===== src/rtl/conv2d_kernel_scheduler_if.sv =====
// ---------------------------------------------------------------------------
// conv2d_kernel_scheduler_if
//
// Purpose: bundles every non-clock signal between the Conv2d kernel
// scheduler and its environment (conv controller, kernel BRAM, MAC array).
//
// Handshake: the scheduler presents a kernel word by raising kernel_valid
// and holds kernel_valid, ch_index and oc_index stable until the MAC engine
// samples kernel_ready=1 on a rising clk edge with kernel_valid=1; that edge
// is the transfer. kernel_valid never depends combinationally on
// kernel_ready, and kernel_ready is ignored while kernel_valid is low.
//
// Signals (direction given for the master = scheduler side):
//   start             in   one-cycle layer request (honoured only in IDLE)
//   CHANNEL_SIZE      in   input channels per kernel set, latched on start
//   OUT_CHANNEL_SIZE  in   output channels, latched on start
//   done_loading_1ker in   kernel BRAM: last word of current set written
//   last_channel      in   kernel BRAM: read address at final channel
//   kernel_ready      in   MAC engine accepts the presented word
//   load_BRAM_dina    out  level, enables kernel BRAM loading
//   update_BRAM_doutb out  one-cycle pulse, advances BRAM read address
//   kernel_valid      out  kernel_BRAM_doutb holds a valid word
//   ch_index          out  input channel of the presented word
//   oc_index          out  current output channel
//   busy              out  high outside IDLE
//   done              out  one-cycle pulse at layer end
//   fsm_state         out  scheduler state encoding, for debug/checkers
//   seq_err           out  sticky sequencing error (only with
//                          KERNEL_SCHED_CHECK_EN defined)
// ---------------------------------------------------------------------------
interface conv2d_kernel_scheduler_if #(
    parameter int CNT_W = 9
);
    logic             start;
    logic [CNT_W-1:0] CHANNEL_SIZE;
    logic [CNT_W-1:0] OUT_CHANNEL_SIZE;
    logic             done_loading_1ker;
    logic             last_channel;
    logic             kernel_ready;
    logic             load_BRAM_dina;
    logic             update_BRAM_doutb;
    logic             kernel_valid;
    logic [CNT_W-1:0] ch_index;
    logic [CNT_W-1:0] oc_index;
    logic             busy;
    logic             done;
    logic [2:0]       fsm_state;
`ifdef KERNEL_SCHED_CHECK_EN
    logic             seq_err;
`endif

    modport master (
        input  start, CHANNEL_SIZE, OUT_CHANNEL_SIZE, done_loading_1ker,
               last_channel, kernel_ready,
        output load_BRAM_dina, update_BRAM_doutb, kernel_valid, ch_index,
               oc_index, busy, done, fsm_state
`ifdef KERNEL_SCHED_CHECK_EN
        , output seq_err
`endif
    );

    modport slave (
        output start, CHANNEL_SIZE, OUT_CHANNEL_SIZE, done_loading_1ker,
               last_channel, kernel_ready,
        input  load_BRAM_dina, update_BRAM_doutb, kernel_valid, ch_index,
               oc_index, busy, done, fsm_state
`ifdef KERNEL_SCHED_CHECK_EN
        , input seq_err
`endif
    );
endinterface


===== src/rtl/conv2d_kernel_scheduler.sv =====
// ---------------------------------------------------------------------------
// conv2d_kernel_scheduler
//
// Purpose: sequencer for the Conv2d kernel BRAM block. For every output
// channel it enables loading of one kernel set, then steps the BRAM read
// port one input channel at a time, presenting each word to the MAC engine
// with a valid/ready handshake. One word is in flight at a time.
//
// Ports:
//   clk      rising-edge system clock
//   Reset_n  asynchronous active-low reset
//   bus      conv2d_kernel_scheduler_if.master (see interface header)
//
// Parameters:
//   RD_LAT   cycles from an update_BRAM_doutb pulse to a valid BRAM word (1..3)
//   CNT_W    width of channel / output-channel counters
//
// Optional build macro: KERNEL_SCHED_CHECK_EN adds the sticky seq_err
// output that flags disagreement between last_channel and the internal
// channel counter, and done_loading_1ker outside LOAD. Sequencing is the
// same with or without it.
// ---------------------------------------------------------------------------
module conv2d_kernel_scheduler #(
    parameter int RD_LAT = 1,
    parameter int CNT_W  = 9
) (
    input logic                       clk,
    input logic                       Reset_n,
    conv2d_kernel_scheduler_if.master bus
);
    typedef enum logic [2:0] {
        S_IDLE    = 3'd0,
        S_LOAD    = 3'd1,
        S_FETCH   = 3'd2,
        S_SERVE   = 3'd3,
        S_NEXT_OC = 3'd4,
        S_DONE    = 3'd5
    } state_t;

    localparam logic [CNT_W-1:0] CNT_ONE  = CNT_W'(1);
    // FETCH lasts RD_LAT+1 cycles: the update pulse cycle plus RD_LAT waits.
    localparam logic [1:0]       LAT_LAST = 2'(RD_LAT);

    state_t           state_q;
    logic [CNT_W-1:0] csize_q;
    logic [CNT_W-1:0] osize_q;
    logic [CNT_W-1:0] ch_q;
    logic [CNT_W-1:0] oc_q;
    logic [1:0]       lat_q;
    logic             load_q;
    logic             upd_q;
    logic             valid_q;
    logic             busy_q;
    logic             done_q;

    logic             last_ch;
    logic             last_oc;

    // Sizes are nonzero whenever these are consulted (zero sizes never
    // leave IDLE), so size-1 cannot underflow.
    assign last_ch = (ch_q == csize_q - CNT_ONE);
    assign last_oc = (oc_q == osize_q - CNT_ONE);

    always_ff @(posedge clk or negedge Reset_n) begin
        if (!Reset_n) begin
            state_q <= S_IDLE;
            csize_q <= '0;
            osize_q <= '0;
            ch_q    <= '0;
            oc_q    <= '0;
            lat_q   <= '0;
            load_q  <= 1'b0;
            upd_q   <= 1'b0;
            valid_q <= 1'b0;
            busy_q  <= 1'b0;
            done_q  <= 1'b0;
        end else begin
            // Pulse outputs default low; states raise them for one cycle.
            upd_q  <= 1'b0;
            done_q <= 1'b0;
            case (state_q)
                S_IDLE: begin
                    if (bus.start) begin
                        if ((bus.CHANNEL_SIZE != '0) && (bus.OUT_CHANNEL_SIZE != '0)) begin
                            csize_q <= bus.CHANNEL_SIZE;
                            osize_q <= bus.OUT_CHANNEL_SIZE;
                            ch_q    <= '0;
                            oc_q    <= '0;
                            load_q  <= 1'b1;
                            busy_q  <= 1'b1;
                            state_q <= S_LOAD;
                        end else begin
                            // Empty layer: report completion without work.
                            done_q <= 1'b1;
                        end
                    end
                end
                S_LOAD: begin
                    if (bus.done_loading_1ker) begin
                        load_q  <= 1'b0;
                        upd_q   <= 1'b1;
                        lat_q   <= '0;
                        state_q <= S_FETCH;
                    end
                end
                S_FETCH: begin
                    if (lat_q == LAT_LAST) begin
                        valid_q <= 1'b1;
                        state_q <= S_SERVE;
                    end else begin
                        lat_q <= lat_q + 2'd1;
                    end
                end
                S_SERVE: begin
                    // kernel_valid is 1 throughout SERVE, so ready alone
                    // marks the transfer edge.
                    if (bus.kernel_ready) begin
                        valid_q <= 1'b0;
                        if (last_ch) begin
                            state_q <= S_NEXT_OC;
                        end else begin
                            ch_q    <= ch_q + CNT_ONE;
                            upd_q   <= 1'b1;
                            lat_q   <= '0;
                            state_q <= S_FETCH;
                        end
                    end
                end
                S_NEXT_OC: begin
                    if (last_oc) begin
                        done_q  <= 1'b1;
                        state_q <= S_DONE;
                    end else begin
                        oc_q    <= oc_q + CNT_ONE;
                        ch_q    <= '0;
                        load_q  <= 1'b1;
                        state_q <= S_LOAD;
                    end
                end
                S_DONE: begin
                    busy_q  <= 1'b0;
                    state_q <= S_IDLE;
                end
                default: begin
                    state_q <= S_IDLE;
                end
            endcase
        end
    end

    assign bus.load_BRAM_dina    = load_q;
    assign bus.update_BRAM_doutb = upd_q;
    assign bus.kernel_valid      = valid_q;
    assign bus.ch_index          = ch_q;
    assign bus.oc_index          = oc_q;
    assign bus.busy              = busy_q;
    assign bus.done              = done_q;
    assign bus.fsm_state         = state_q;

`ifdef KERNEL_SCHED_CHECK_EN
    logic seq_err_q;

    // Sticky until reset: the BRAM's advisory last_channel must agree with
    // the internal counter at every transfer, and load completion may only
    // be signalled while loading.
    always_ff @(posedge clk or negedge Reset_n) begin
        if (!Reset_n) begin
            seq_err_q <= 1'b0;
        end else if (((state_q == S_SERVE) && bus.kernel_ready &&
                      (bus.last_channel != last_ch)) ||
                     (bus.done_loading_1ker && (state_q != S_LOAD))) begin
            seq_err_q <= 1'b1;
        end
    end

    assign bus.seq_err = seq_err_q;
`else
    // last_channel is advisory; without the checker nothing consumes it.
    logic unused_last_channel;
    assign unused_last_channel = bus.last_channel;
`endif
endmodule


===== src/flat_wrapper.sv =====
// flat-port wrapper written by rule: the top's interface ports become plain ports
module conv2d_kernel_scheduler_flat 
#(
    parameter int RD_LAT = 1,
    parameter int CNT_W  = 9
)
  (clk, Reset_n, bus_start, bus_CHANNEL_SIZE, bus_OUT_CHANNEL_SIZE, bus_done_loading_1ker, bus_last_channel, bus_kernel_ready, bus_load_BRAM_dina, bus_update_BRAM_doutb, bus_kernel_valid, bus_ch_index, bus_oc_index, bus_busy, bus_done, bus_fsm_state);
  conv2d_kernel_scheduler_if #(.CNT_W(CNT_W)) bus_i ();
  input logic clk;
  input logic Reset_n;
  input wire logic [$bits(bus_i.start)-1:0] bus_start;
  input wire logic [$bits(bus_i.CHANNEL_SIZE)-1:0] bus_CHANNEL_SIZE;
  input wire logic [$bits(bus_i.OUT_CHANNEL_SIZE)-1:0] bus_OUT_CHANNEL_SIZE;
  input wire logic [$bits(bus_i.done_loading_1ker)-1:0] bus_done_loading_1ker;
  input wire logic [$bits(bus_i.last_channel)-1:0] bus_last_channel;
  input wire logic [$bits(bus_i.kernel_ready)-1:0] bus_kernel_ready;
  output wire logic [$bits(bus_i.load_BRAM_dina)-1:0] bus_load_BRAM_dina;
  output wire logic [$bits(bus_i.update_BRAM_doutb)-1:0] bus_update_BRAM_doutb;
  output wire logic [$bits(bus_i.kernel_valid)-1:0] bus_kernel_valid;
  output wire logic [$bits(bus_i.ch_index)-1:0] bus_ch_index;
  output wire logic [$bits(bus_i.oc_index)-1:0] bus_oc_index;
  output wire logic [$bits(bus_i.busy)-1:0] bus_busy;
  output wire logic [$bits(bus_i.done)-1:0] bus_done;
  output wire logic [$bits(bus_i.fsm_state)-1:0] bus_fsm_state;
  assign bus_i.start = bus_start;
  assign bus_i.CHANNEL_SIZE = bus_CHANNEL_SIZE;
  assign bus_i.OUT_CHANNEL_SIZE = bus_OUT_CHANNEL_SIZE;
  assign bus_i.done_loading_1ker = bus_done_loading_1ker;
  assign bus_i.last_channel = bus_last_channel;
  assign bus_i.kernel_ready = bus_kernel_ready;
  assign bus_load_BRAM_dina = bus_i.load_BRAM_dina;
  assign bus_update_BRAM_doutb = bus_i.update_BRAM_doutb;
  assign bus_kernel_valid = bus_i.kernel_valid;
  assign bus_ch_index = bus_i.ch_index;
  assign bus_oc_index = bus_i.oc_index;
  assign bus_busy = bus_i.busy;
  assign bus_done = bus_i.done;
  assign bus_fsm_state = bus_i.fsm_state;
  conv2d_kernel_scheduler #(.RD_LAT(RD_LAT), .CNT_W(CNT_W)) u_core (.clk(clk), .Reset_n(Reset_n), .bus(bus_i));
endmodule

===== config.mk =====
export PLATFORM = sky130hd
export DESIGN_NAME = conv2d_kernel_scheduler_flat
export DESIGN_NICKNAME = d
export VERILOG_FILES = /design/src/rtl/conv2d_kernel_scheduler_if.sv /design/src/rtl/conv2d_kernel_scheduler.sv /design/src/flat_wrapper.sv
export SDC_FILE = /design/constraint.sdc
export NUM_CORES = 1
export LEC_CHECK = 0
export CAP_MARGIN = 15
export CORE_MARGIN = 1
export CORE_UTILIZATION = 65
export DETAILED_ROUTE_END_ITERATION = 12
export DONT_BUFFER_PORTS = 1
export GPL_ROUTABILITY_DRIVEN = 0
export PLACE_DENSITY = 0.81
export SYNTH_ARGS = -nofsm -noshare
export SYNTH_HDL_FRONTEND = slang
export SYNTH_SLANG_ARGS = --single-unit

===== constraint.sdc =====
create_clock -name clk -period 5.77 [get_ports clk]
set_input_delay 0.8655 -clock clk [delete_from_list [all_inputs] [get_ports clk]]
set_output_delay 0.8655 -clock clk [all_outputs]
set_load 0.005 [all_outputs]

Word-level counts from Yosys, hierarchy flattened
Index checks and enable logic that the tools add are counted.
{"block": "totals", "reg_bits": 46, "input_bits": 24, "word_cells": 88}
{"block": "op_classes", "addsub": 5, "eq_ne": 16, "mux": 38, "reduce_logical": 18}
{"operator": "$mux 9", "count": 6}
{"operator": "$pmux 9 s3", "count": 1}
{"operator": "$mux 3", "count": 7}
{"operator": "$add 9x1->9 const B", "count": 2}
{"operator": "$eq 9x9->1", "count": 2}
{"operator": "$pmux 9 s2", "count": 1}
{"operator": "$reduce_bool 9->1", "count": 2}
{"operator": "$sub 9x1->9 const B", "count": 2}
{"operator": "$pmux 3 s5", "count": 1}
{"operator": "$reduce_and 5->1", "count": 3}
{"operator": "$mux 1", "count": 12}
{"operator": "$ne 2x2->1 const B", "count": 6}
{"operator": "$reduce_and 3->1", "count": 3}
{"operator": "$reduce_bool 3->1", "count": 3}
{"operator": "$mux 2", "count": 4}
{"operator": "$pmux 1 s2", "count": 4}
{"operator": "$eq 3x2->1 const B", "count": 2}
{"operator": "$eq 3x3->1 const B", "count": 2}
{"operator": "$pmux 2 s3", "count": 1}
{"operator": "$reduce_and 6->1", "count": 1}
{"operator": "$reduce_bool 2->1", "count": 3}
{"operator": "$ne 2x1->1 const B", "count": 2}
{"operator": "$reduce_and 4->1", "count": 1}
{"operator": "$eq 3x1->1 const B", "count": 1}
{"operator": "other kinds (5)", "count": 5}

Longest topological paths before layout
Gate-level depths: netlist of run 1.
{"block": "logic_depth", "ltp_word": 5, "depth_mapped": 12, "ltp_nobuf": 10}

Worst setup path before layout of run 1
OpenSTA, ideal clock, no wires.
{"block": "synth_timing", "path_kind": "input -> register", "startpoint": "input bus_CHANNEL_SIZE[5]", "endpoint": "register u_core.oc_q[4] (netlist: u_core.bus.oc_index[4])", "setup_ns": 0.069, "t_arrival_ns": 2.376, "required_time_ns": 5.701, "setup_slack_ns": 3.325, "cell_stages": 8, "cell_sequence": "nor4_1 nand3_1 o21ai_0 or3_1 nor3_1 nor2_1 or4_1 nand3_1"}
{"block": "synth_between", "elab_chain_cells": 4}
{"element": "from (decl)", "line": "flat_wrapper.sv:12", "text": "input wire logic [$bits(bus_i.CHANNEL_SIZE)-1:0] bus_CHANNEL_SIZE;"}
{"element": "$reduce_bool 9->1", "line": "conv2d_kernel_scheduler.sv:84", "text": "if ((bus.CHANNEL_SIZE != '0) && (bus.OUT_CHANNEL_SIZE != '0)) begin"}
{"element": "$logic_and 1x1->1", "line": "conv2d_kernel_scheduler.sv:84"}
{"element": "$ne 2x1->1 (no line)"}
{"element": "$reduce_and 4->1 (no line)"}
{"element": "to (signal assigned)", "line": "conv2d_kernel_scheduler.sv:134", "text": "oc_q <= oc_q + CNT_ONE;"}
{"element": "to (decl)", "line": "conv2d_kernel_scheduler.sv:48", "text": "logic [CNT_W-1:0] oc_q;"}
Every way passes these cells.
A chain may end at the register's enable or synchronous reset.

Worst setup path after layout of run 1
{"block": "layout_timing", "startpoint": "input bus_OUT_CHANNEL_SIZE[4]", "endpoint": "register u_core.ch_q[5] (netlist: u_core.bus.ch_index[5])"}
{"block": "layout_between", "elab_chain_cells": 4}
{"element": "from (decl)", "line": "flat_wrapper.sv:13", "text": "input wire logic [$bits(bus_i.OUT_CHANNEL_SIZE)-1:0] bus_OUT_CHANNEL_SIZE;"}
{"element": "$reduce_bool 9->1", "line": "conv2d_kernel_scheduler.sv:84"}
{"element": "$logic_and 1x1->1", "line": "conv2d_kernel_scheduler.sv:84"}
{"element": "$ne 2x1->1 (no line)"}
{"element": "$reduce_and 6->1 (no line)"}
{"element": "to (signal assigned)", "line": "conv2d_kernel_scheduler.sv:122", "text": "ch_q <= ch_q + CNT_ONE;"}
{"element": "to (decl)", "line": "conv2d_kernel_scheduler.sv:47", "text": "logic [CNT_W-1:0] ch_q;"}
Every way passes these cells.

==> results.cfg, run 1 <==
[outcome]
status = finished clean

[grt]
grt_max_degree = 47
antenna_found_initial = 0
grt_first_pass_wirelength_um = 9611
grt_usage_pct = 28.15
grt_pass1_vias = 2141
grt-ovfl-total = 0

[worst_setup_path]
crit_type = in2reg
crit_required_ps = 5990
cpPeakStageDelay_ps = 720
crit_path_start_kind = primary input
critical_path.most_common_cell = nand2_1
crit_path_cell_trace = nor4_1, nand2_1, o2111ai_2, nand2_1, a31oi_1, or3_1, o21ai_0, a21oi_2
worstSetupStartpoint = bus_OUT_CHANNEL_SIZE[4]
path_buf_inv = 0
r2r_cells = 9
endpoint = u_core.bus.ch_index[5]
worstReg2RegEnd = u_core.bus.oc_index[4]
arrival_ps = 3310
rrSetupSlack_ps = 2850
crit_family = compound AO/OA/AOI/OAI gates
endpoint_kind = flop
cp_max_fo = 17
worst-path-stages = 8
slowest_stage = o2111ai_2
reg2reg_from = u_core.osize_q[0]

[timing]
max_slew_margin_pct = 43.44
slew_viol_final = 0
fin_crit_sh_pct = 53.52
rsz0062_at_grt = no
worst_pin_slew_ps = 848.4
fin_tns_setup_ps = 0
max_freq_mhz = 323.8
final-setup-viol-count = 0
min_period_ps = 3088
hold_viol = 0
finClkSkew_ps = 8.359

[clock_network]
cts_num_sinks = 46
cts_buffer_depth = 2
post_cts_buffers = 0
cts_tree = built
cts.clk_slew.worst_paths_ps = 80
htreeDepth = 2
cts_buffers = 5
cts_hold_buf = 0
clk_latency_ps = 300
cts_resized = 0
cts_root_buf = clkbuf_8

[power]
peakVddDrop_v = 0.0002502
leakage_uw = 0.001304
power_density_nw_per_um2 = 516.0

[detailed_routing]
via_count = 2349
drc = 0
dr.pass1.iters = 4
finalWirelength_um = 6058
ant_nets = 0
first_iter_violations = 136
vias_per_cell = 6.198
wire_per_inst_um = 15.98

[synth]
synthTopCellsByArea = dfrtp_1 40%, nand2_1 9.1%, xor2_1 4.2%
synth_top_area_share_pct = 39.71
ys_seq_area_share_pct = 39.71
synth_nets = 362
synth_top_area_cell = dfrtp_1
synth-seq-cells = 46
synth_edf_count = 0
synth_ff_type = dfrtp_1
synth.avg_cell_area_um2 = 8.706
yosys_warnings = 0
synth_most_common_cell = nand2_1
synth_area_um2 = 2899
synth_cells = 333
yosys-top-cells-count = 70 x nand2_1, 46 x dfrtp_1, 21 x o21ai_0
ys_types = 62
synthArstFlopShare_pct = 100.0

[place]
port_buffers = 0
dp_hpwl_um = 4421

[cells_and_area]
multi_input_area_um2 = 1629
drive_gt1_share_pct = 9.422
seqCellArea_um2 = 1151
area_growth_pct = 3.151
antenna_cells = 0
nets = 357
nFillCells = 320
utilization_pct = 72.16

[die]
coreArea_um2 = 4144
die_y_um = 68.79
die_area_um2 = 4731
io_pins = 50
initial_core_util_pct = 69.96
num_rows = 23
die-width_um = 68.79

[flow_run]
maxCapViolCount = 0

[worst_hold_path]
hp-class = in2async
-- per-layer routing --
| layer | vias up | routed length, µm | track usage, % |
|---|---|---|---|
| met1 | 1105 | 2810 | 38.09 |
| met3 | 8 | 430 | 7.730 |
| met4 | 0 | 79 | 9.439 |
| met5 | - | 0 | 0 |
| li1 | 1161 | - | - |
| met2 | 75 | 2738 | 43.50 |
-- worst min path at each step --
stage | slack, ps | from | cells after the start | end
detailed placement | 490 | u_core.osize_q[8] | 2 | u_core.osize_q[8]
global route | 230 | Reset_n | 0 | u_core.osize_q[1]
CTS | 240 | Reset_n | 0 | u_core.osize_q[0]
floorplan | 470 | u_core.osize_q[8] | 2 | u_core.osize_q[8]
finish | 250 | Reset_n | 0 | u_core.osize_q[0]
global placement | 480 | u_core.osize_q[8] | 2 | u_core.osize_q[8]
-- cells by family (layout without fill, tap and decap cells) --
logic type,count (synthesis),in the layout,share of synthesized area [%]
compound gates,59,59,13.85
simple gates,172,172,30.95
buf+inv,22,18,4.272
xor+xnor,24,24,7.251
flops,46,46,39.71
mux,4,4,1.467
fa+ha+maj,6,6,2.503
-- layout make-up --
type | count | share of cell area, %
Sequential cell | 46 | 38.49
Inverter | 9 | 1.130
Clock buffer | 7 | 2.552
Timing Repair Buffer | 1 | 0.2510
Clock inverter | 1 | 1.004
Multi-Input combinational cell | 265 | 54.48
Tap cell | 50 | 2.092
-- state kept, by name, indices dropped and copies added, names as in the netlist --
register	flops
u_core.bus.kernel_valid	1
u_core.osize_q	9
u_core.bus.ch_index	9
u_core.csize_q	9
u_core.bus.busy	1
u_core.bus.fsm_state	3
u_core.bus.oc_index	9
u_core.bus.update_BRAM_doutb	1
u_core.bus.done	1
u_core.bus.load_BRAM_dina	1
u_core.lat_q	2
-- metrics by stage --
step | power, µW | hold slack, ps | worst slack [ps] | cell area, µm² | instances
floorplan | 1173 | 465.2 | 3325 | 2899 | 333
global placement | 1284 | 482.2 | 2429 | 2884 | 371
detailed placement | 1313 | 492.1 | 2400 | 2884 | 371
CTS | 1549 | 241.2 | 2716 | 2990 | 379
global route | 1665 | 233.6 | 2514 | 2990 | 379
finish | 1543 | 251.6 | 2682 | 2990 | 379
-- power by group --
group	internal, µW	switching, µW
sequential	454	233
combinational	300	323
clock	130	103
total	884	659
-- cell usage in the layout (no fill, tap or decap), drive strengths merged, types with 4 or more instances in the layout --
| master | Yosys | final |
|---|---|---|
| nand4 | 6 | 6 |
| nand3 | 18 | 18 |
| xnor2 | 10 | 10 |
| nor2 | 20 | 20 |
| xor2 | 14 | 14 |
| nor2b | 4 | 4 |
| dfrtp | 46 | 46 |
| nor3 | 9 | 9 |
| a21oi | 14 | 14 |
| a31oi | 5 | 5 |
| nand3b | 4 | 4 |
| or3 | 14 | 14 |
| inv | 9 | 9 |
| nand2 | 71 | 71 |
| ha | 5 | 5 |
| o21ai | 22 | 22 |
| nor4 | 4 | 4 |
| clkbuf | 9 | 7 |
Power figures use the tool's default switching activity.
==> run 2, diff against run 1 <==
CORE_UTILIZATION = 64   (was 65)
PLACE_DENSITY = 0.8   (was 0.81)
clock period = 3 ns   (was 5.77 ns; I/O delays follow)
==> run 2 against run 1 <==
Effect of this change:
- worst setup slack got worse by 2400 ps
- routed wire length rose by 3.3%
- largest cell class unchanged
- global-route usage rose by 0.071 points
- highest routed layer unchanged
- sequential share of layout area fell by 1.2 points
- die area rose by 1.5%
- non-clock buffer count rose by 9
- sequential power rose by 88%
- sequential cell count did not move
==> results.cfg, run 2 (synthesis gave the netlist of run 1 again) <==
[flow_run]
maxCapViolCount = 0

[cells_and_area]
antenna_cells = 0
layout_common_cells = 70 x nand2_1, 46 x dfrtp_1, 21 x o21ai_0
area_growth_pct = 6.474
nFillCells = 348
final_common_cell = nand2_1
drive_gt1_share_pct = 11.83
nets = 366

[clock_network]
cts_resized = 0
cts_buffer_depth = 2
cts_root_buf = clkbuf_8
cts_buffers = 5
cts_num_sinks = 46
post_cts_buffers = 0
cts_tree = built
cts.clk_slew.worst_paths_ps = 90
clk_latency_ps = 300
htreeDepth = 2

[detailed_routing]
dr.pass1.iters = 4
first_iter_violations = 168
finalWirelength_um = 6258
drc = 0
via_count = 2401
wire_per_inst_um = 16.05
ant_nets = 0
vias_per_cell = 6.156

[die]
die_area_um2 = 4803
initial_core_util_pct = 66.58
die_y_um = 69.31
die-width_um = 69.31
coreArea_um2 = 4354
num_rows = 24
io_pins = 50

[worst_setup_path]
path_buf_inv = 1
crit_family = simple AND/OR/NAND/NOR gates
slowest_stage = or4_1
crit_type = reg2reg
crit_required_ps = 3240
crit_path_cell_trace = inv_1, ha_1, and4bb_1, o31ai_2, o221ai_2, a21oi_2, nor2_1, or4_1, nand3_1
crit_path_start_kind = flop
cp_max_fo = 11
endpoint_kind = flop
arrival_ps = 2980
cpPeakStageDelay_ps = 480
rrSetupSlack_ps = 260

[grt]
grt_max_degree = 47
grt_first_pass_wirelength_um = 10850
grt_usage_pct = 28.22
grt_pass1_vias = 2404
antenna_found_initial = 0
grt-ovfl-total = 0

[outcome]
status = finished clean

[timing]
worst_pin_slew_ps = 527.1
setup_slack_ps = 262.3
final-setup-viol-count = 0
max_freq_mhz = 365.3
hold_viol = 0
finClkSkew_ps = 8.084
max_slew_margin_pct = 64.85
slew_viol_final = 0
min_period_ps = 2738
fin_crit_sh_pct = 91.26
rsz0062_at_grt = no
fin_tns_setup_ps = 0

[power]
leakage_uw = 0.001352
power_density_nw_per_um2 = 982.7
peakVddDrop_v = 0.0005134
switchingPower_uw = 1306
intPower_uw = 1728
switching_share_pct = 43.05
power_frac_clock_pct = 15.2
power.share.sequential_pct = 42.5
p_comb_share_pct = 42.3

[place]
dp_hpwl_um = 4634
port_buffers = 0
place_ws_ps = 289.7

[worst_hold_path]
hp-class = in2reg
run 2: power by group through the flow:
stage	clock, µW	combinational (µW)	sequential, µW
floorplan	0	1090	1170
global placement	0	1210	1280
detailed placement	0	1260	1290
CTS	472	1290	1280
global route	496	1470	1330
finish	462	1280	1290
run 2: per-layer routing:
metal,up-vias,wire length (µm),GRT usage [%]
met1,1154,2893,38.61
li1,1181,-,-
met5,-,0,0
met2,59,2972,46.17
met4,0,71,7.256
met3,7,320,5.523
run 2: cell type report:
| cell class | instances | area [µm²] | area share, % |
|---|---|---|---|
| sequential | 46 | 1151 | 37.29 |
| inverter | 9 | 33.78 | 1.094 |
| tap | 52 | 65.06 | 2.108 |
| timing repair buffer | 10 | 97.59 | 3.162 |
| clock buffer | 6 | 72.57 | 2.351 |
| clock inverter | 2 | 37.54 | 1.216 |
| multi-input combinational | 265 | 1629 | 52.78 |
run 2: per-stage QoR:
stage	util [%]	std cells	cell area (µm²)	hold slack, ps	power [µW]
after floorplan	-	333	2899	154.4	2256
after global placement	67.50	380	2939	155.4	2486
after detailed placement	67.50	380	2939	155.4	2558
after CTS	70.89	390	3087	243.4	3046
after global routing	70.89	390	3087	247.7	3296
final	70.89	390	3087	249.3	3033
run 2: worst paths after layout:
| check | to | start | cells past startpoint |
|---|---|---|---|
| hold reg to reg | u_core.osize_q[8] | u_core.osize_q[8] | 2 |
| min in group asynchronous | u_core.osize_q[0] | Reset_n | 2 |
| max in group asynchronous | u_core.bus.oc_index[0] | Reset_n | 2 |
| setup reg to reg | u_core.bus.oc_index[4] | u_core.osize_q[0] | 9 |
| hold / removal | u_core.osize_q[7] | bus_OUT_CHANNEL_SIZE[7] | 2 |
| setup / recovery | u_core.bus.oc_index[4] | u_core.osize_q[0] | 9 |
run 2: what timing repair did:
item                                    CTS  global route
hold buffers                              2             0
endpoints found under the setup margin    0             0
hold endpoints to repair                 46             0
run 2: worst register-to-register path: cells and delay by family, from the launching register on:
kind                       cells  cell delay, ps
and+or+nand+nor                4             930
AOI/OAI and AO/OA              3             880
DFF                            1             470
adders and majority gates      1             300
buffers and inverters          1              90
==> variant (config.mk and constraints of run 2) <==
`CNT_W` is set to 9 in 3 places; all go to 18.
--- a/src/rtl/conv2d_kernel_scheduler_if.sv
+++ b/src/rtl/conv2d_kernel_scheduler_if.sv
@@ -30,5 +30,5 @@
 // ---------------------------------------------------------------------------
 interface conv2d_kernel_scheduler_if #(
-    parameter int CNT_W = 9
+    parameter int CNT_W = 18
 );
     logic             start;
--- a/src/rtl/conv2d_kernel_scheduler.sv
+++ b/src/rtl/conv2d_kernel_scheduler.sv
@@ -23,5 +23,5 @@
 module conv2d_kernel_scheduler #(
     parameter int RD_LAT = 1,
-    parameter int CNT_W  = 9
+    parameter int CNT_W  = 18
 ) (
     input logic                       clk,
--- a/src/flat_wrapper.sv
+++ b/src/flat_wrapper.sv
@@ -3,5 +3,5 @@
 #(
     parameter int RD_LAT = 1,
-    parameter int CNT_W  = 9
+    parameter int CNT_W  = 18
 )
   (clk, Reset_n, bus_start, bus_CHANNEL_SIZE, bus_OUT_CHANNEL_SIZE, bus_done_loading_1ker, bus_last_channel, bus_kernel_ready, bus_load_BRAM_dina, bus_update_BRAM_doutb, bus_kernel_valid, bus_ch_index, bus_oc_index, bus_busy, bus_done, bus_fsm_state);
Interface: changed (resized bus_CHANNEL_SIZE, bus_OUT_CHANNEL_SIZE, bus_ch_index and bus_oc_index); port bits go from 50 to 86. No check against the original RTL was run, so the function may have changed too.
==> variant against run 2 <==
- critical path type unchanged
- total power rose by 71%
- first-iteration DRC count grew 98%
- sequential cell count increased by 36
- cell area increased by 98%
- wire length grew 140%
- worst setup slack lost 0.26 ns
- non-clock buffer count grew 45
- synthesized area grew 83%
- highest routed layer unchanged
==> variant: results (changes against run 2) <==
- The number of global-route vias before repair was 5058 (was 2404).
* TritonCTS Buffers: 9 (was 5)
- The post-placement setup slack was -0.06169 ns (was 0.2897 ns).
- The H-tree depth reported by CTS was 3 (was 2).
- Routed vias: 5256 (was 2401)
- The mean post-synth cell area is 8.359 um^2 (was 8.706 um^2).
- The number of filler cells placed in the layout was 546 (was 348).
* Fraction of the yosys area taken by sequential cells: 38.60% (was 39.71%)
- Syn_nets: 683 (was 362)
- Commonest cells in the netlist: sky130_fd_sc_hd__nand2_1 (141), sky130_fd_sc_hd__dfrtp_1 (82), sky130_fd_sc_hd__o21ai_0 (31), sky130_fd_sc_hd__xnor2_1 (28), sky130_fd_sc_hd__nor2_1 (27) (was sky130_fd_sc_hd__nand2_1 (70), sky130_fd_sc_hd__dfrtp_1 (46), sky130_fd_sc_hd__o21ai_0 (21), sky130_fd_sc_hd__nor2_1 (19), sky130_fd_sc_hd__nand3_1 (17)).
* Overall track demand over capacity in global routing: 35.73% (was 28.22%)
- The count of routing violations after the opening detailed-route iteration was 332 (was 168).
- The share of post-route cells with drive strength above 1 is 16.84% (was 11.83%).
* First-pass GRT wire length: 24.18 mm (was 10.85 mm)
- Leak: 0.002589 uW (was 0.001352 uW)
- The transition time at the pin with the least slew margin is 0.4927 ns (was 0.5271 ns).
- Max rail drop VDD: 0.5186 mV (was 0.5134 mV)
- The iteration count of the initial detailed-routing pass came to 6 (was 4).
- The final HPWL from detailed placement came to 10.72 mm (was 4.634 mm).
* Total instance count after detailed placement: 759 (was 380)
- The routed wire length came to 15.19 mm (was 6.258 mm).
- The clock network latency to the later pin of the worst-skew pair came to 0.37 ns (was 0.30 ns).
* Run status: complete, no violations (unchanged)
- The final cell count without fillers came to 779 (was 390).
- Total Nets Final: 719 (was 366)
- The number of distinct standard cells referenced by the synthesized netlist is 70 (was 62).
* Worst-case reg-to-reg path depth: 8 (was 9)
* Cells taking the most area after synthesis: sky130_fd_sc_hd__dfrtp_1 (39%), sky130_fd_sc_hd__nand2_1 (10%), sky130_fd_sc_hd__xnor2_1 (4.6%) (was sky130_fd_sc_hd__dfrtp_1 (40%), sky130_fd_sc_hd__nand2_1 (9.1%), sky130_fd_sc_hd__xor2_1 (4.2%))
* Longest individual stage delay on the worst path: 0.59 ns (was 0.48 ns)
variant: cell count changes after synthesis, sizes merged, moves of 9 or more:
cell    before  now
a21oi       14   26
clkbuf       9   20
dfrtp       46   82
inv          9   18
nand2       71  141
nand4        6   21
nor4         4   19
o21ai       22   32
o31ai        3   12
or4          2   23
xnor2       10   28
variant: metal layers:
metal	vias to the layer above	global-route usage [%]	wire length (um)
met5	-	0	0
met4	0	17.69	600
met3	64	6.992	1128
met2	258	63.97	7722
met1	2540	40.47	5738
li1	2394	-	-
variant: timing repair:
| action | CTS | global route |
|---|---|---|
| hold buffers | 2 | 0 |
| endpoints found under the hold margin | 82 | 0 |
| gates resized for setup | 5 | 32 |
| setup endpoints to repair | 12 | 40 |
| pin swaps | 0 | 5 |
| setup buffers | 1 | 1 |
variant: worst paths after layout:
kind | to | slack [ns] | from
setup / recovery | u_core.bus.ch_index[13]$_DFFE_PN0P_ | 0.005 | u_core.osize_q[1]$_DFFE_PN0P_
hold / removal | u_core.csize_q[2]$_DFFE_PN0P_ | 0.18 | bus_CHANNEL_SIZE[2]
setup reg to reg | u_core.bus.ch_index[13]$_DFFE_PN0P_ | 0.005 | u_core.osize_q[1]$_DFFE_PN0P_
hold reg to reg | u_core.osize_q[17]$_DFFE_PN0P_ | 0.50 | u_core.osize_q[17]$_DFFE_PN0P_
max in group asynchronous | u_core.bus.oc_index[2]$_DFFE_PN0P_ | 2.02 | Reset_n
min in group asynchronous | u_core.csize_q[6]$_DFFE_PN0P_ | 0.65 | Reset_n
variant: cell type report:
| class | count | share of cell area [%] |
|---|---|---|
| multi-input cells | 506 | 52.77 |
| clock buffers | 12 | 2.211 |
| inverters | 18 | 1.105 |
| repair buffers | 55 | 7.329 |
| clock inverters | 4 | 0.8598 |
| well taps | 102 | 2.088 |
| flip-flops and latches | 82 | 33.63 |
variant: cells by family after synthesis:
group / Yosys count / synth area share [%]
fa+ha+maj: 5 / 1.177
buf+inv: 48 / 3.742
compound gates: 126 / 15.93
xor+xnor: 47 / 7.743
mux: 5 / 1.200
simple gates: 323 / 31.61
flops: 82 / 38.60
variant: report_power, final:
group / switching [uW] / internal [uW]
logic: 1390 / 1170
registers: 409 / 1420
clock network: 431 / 386
total: 2230 / 2970
variant: critical path, delay by kind of cell (launching register included):
| family | cells | cell delay, ns |
|---|---|---|
| buffers and inverters | 1 | 0.20 |
| AO/OA/AOI/OAI | 4 | 0.95 |
| AND/OR/NAND/NOR | 3 | 1.31 |
| flip-flops | 1 | 0.44 |
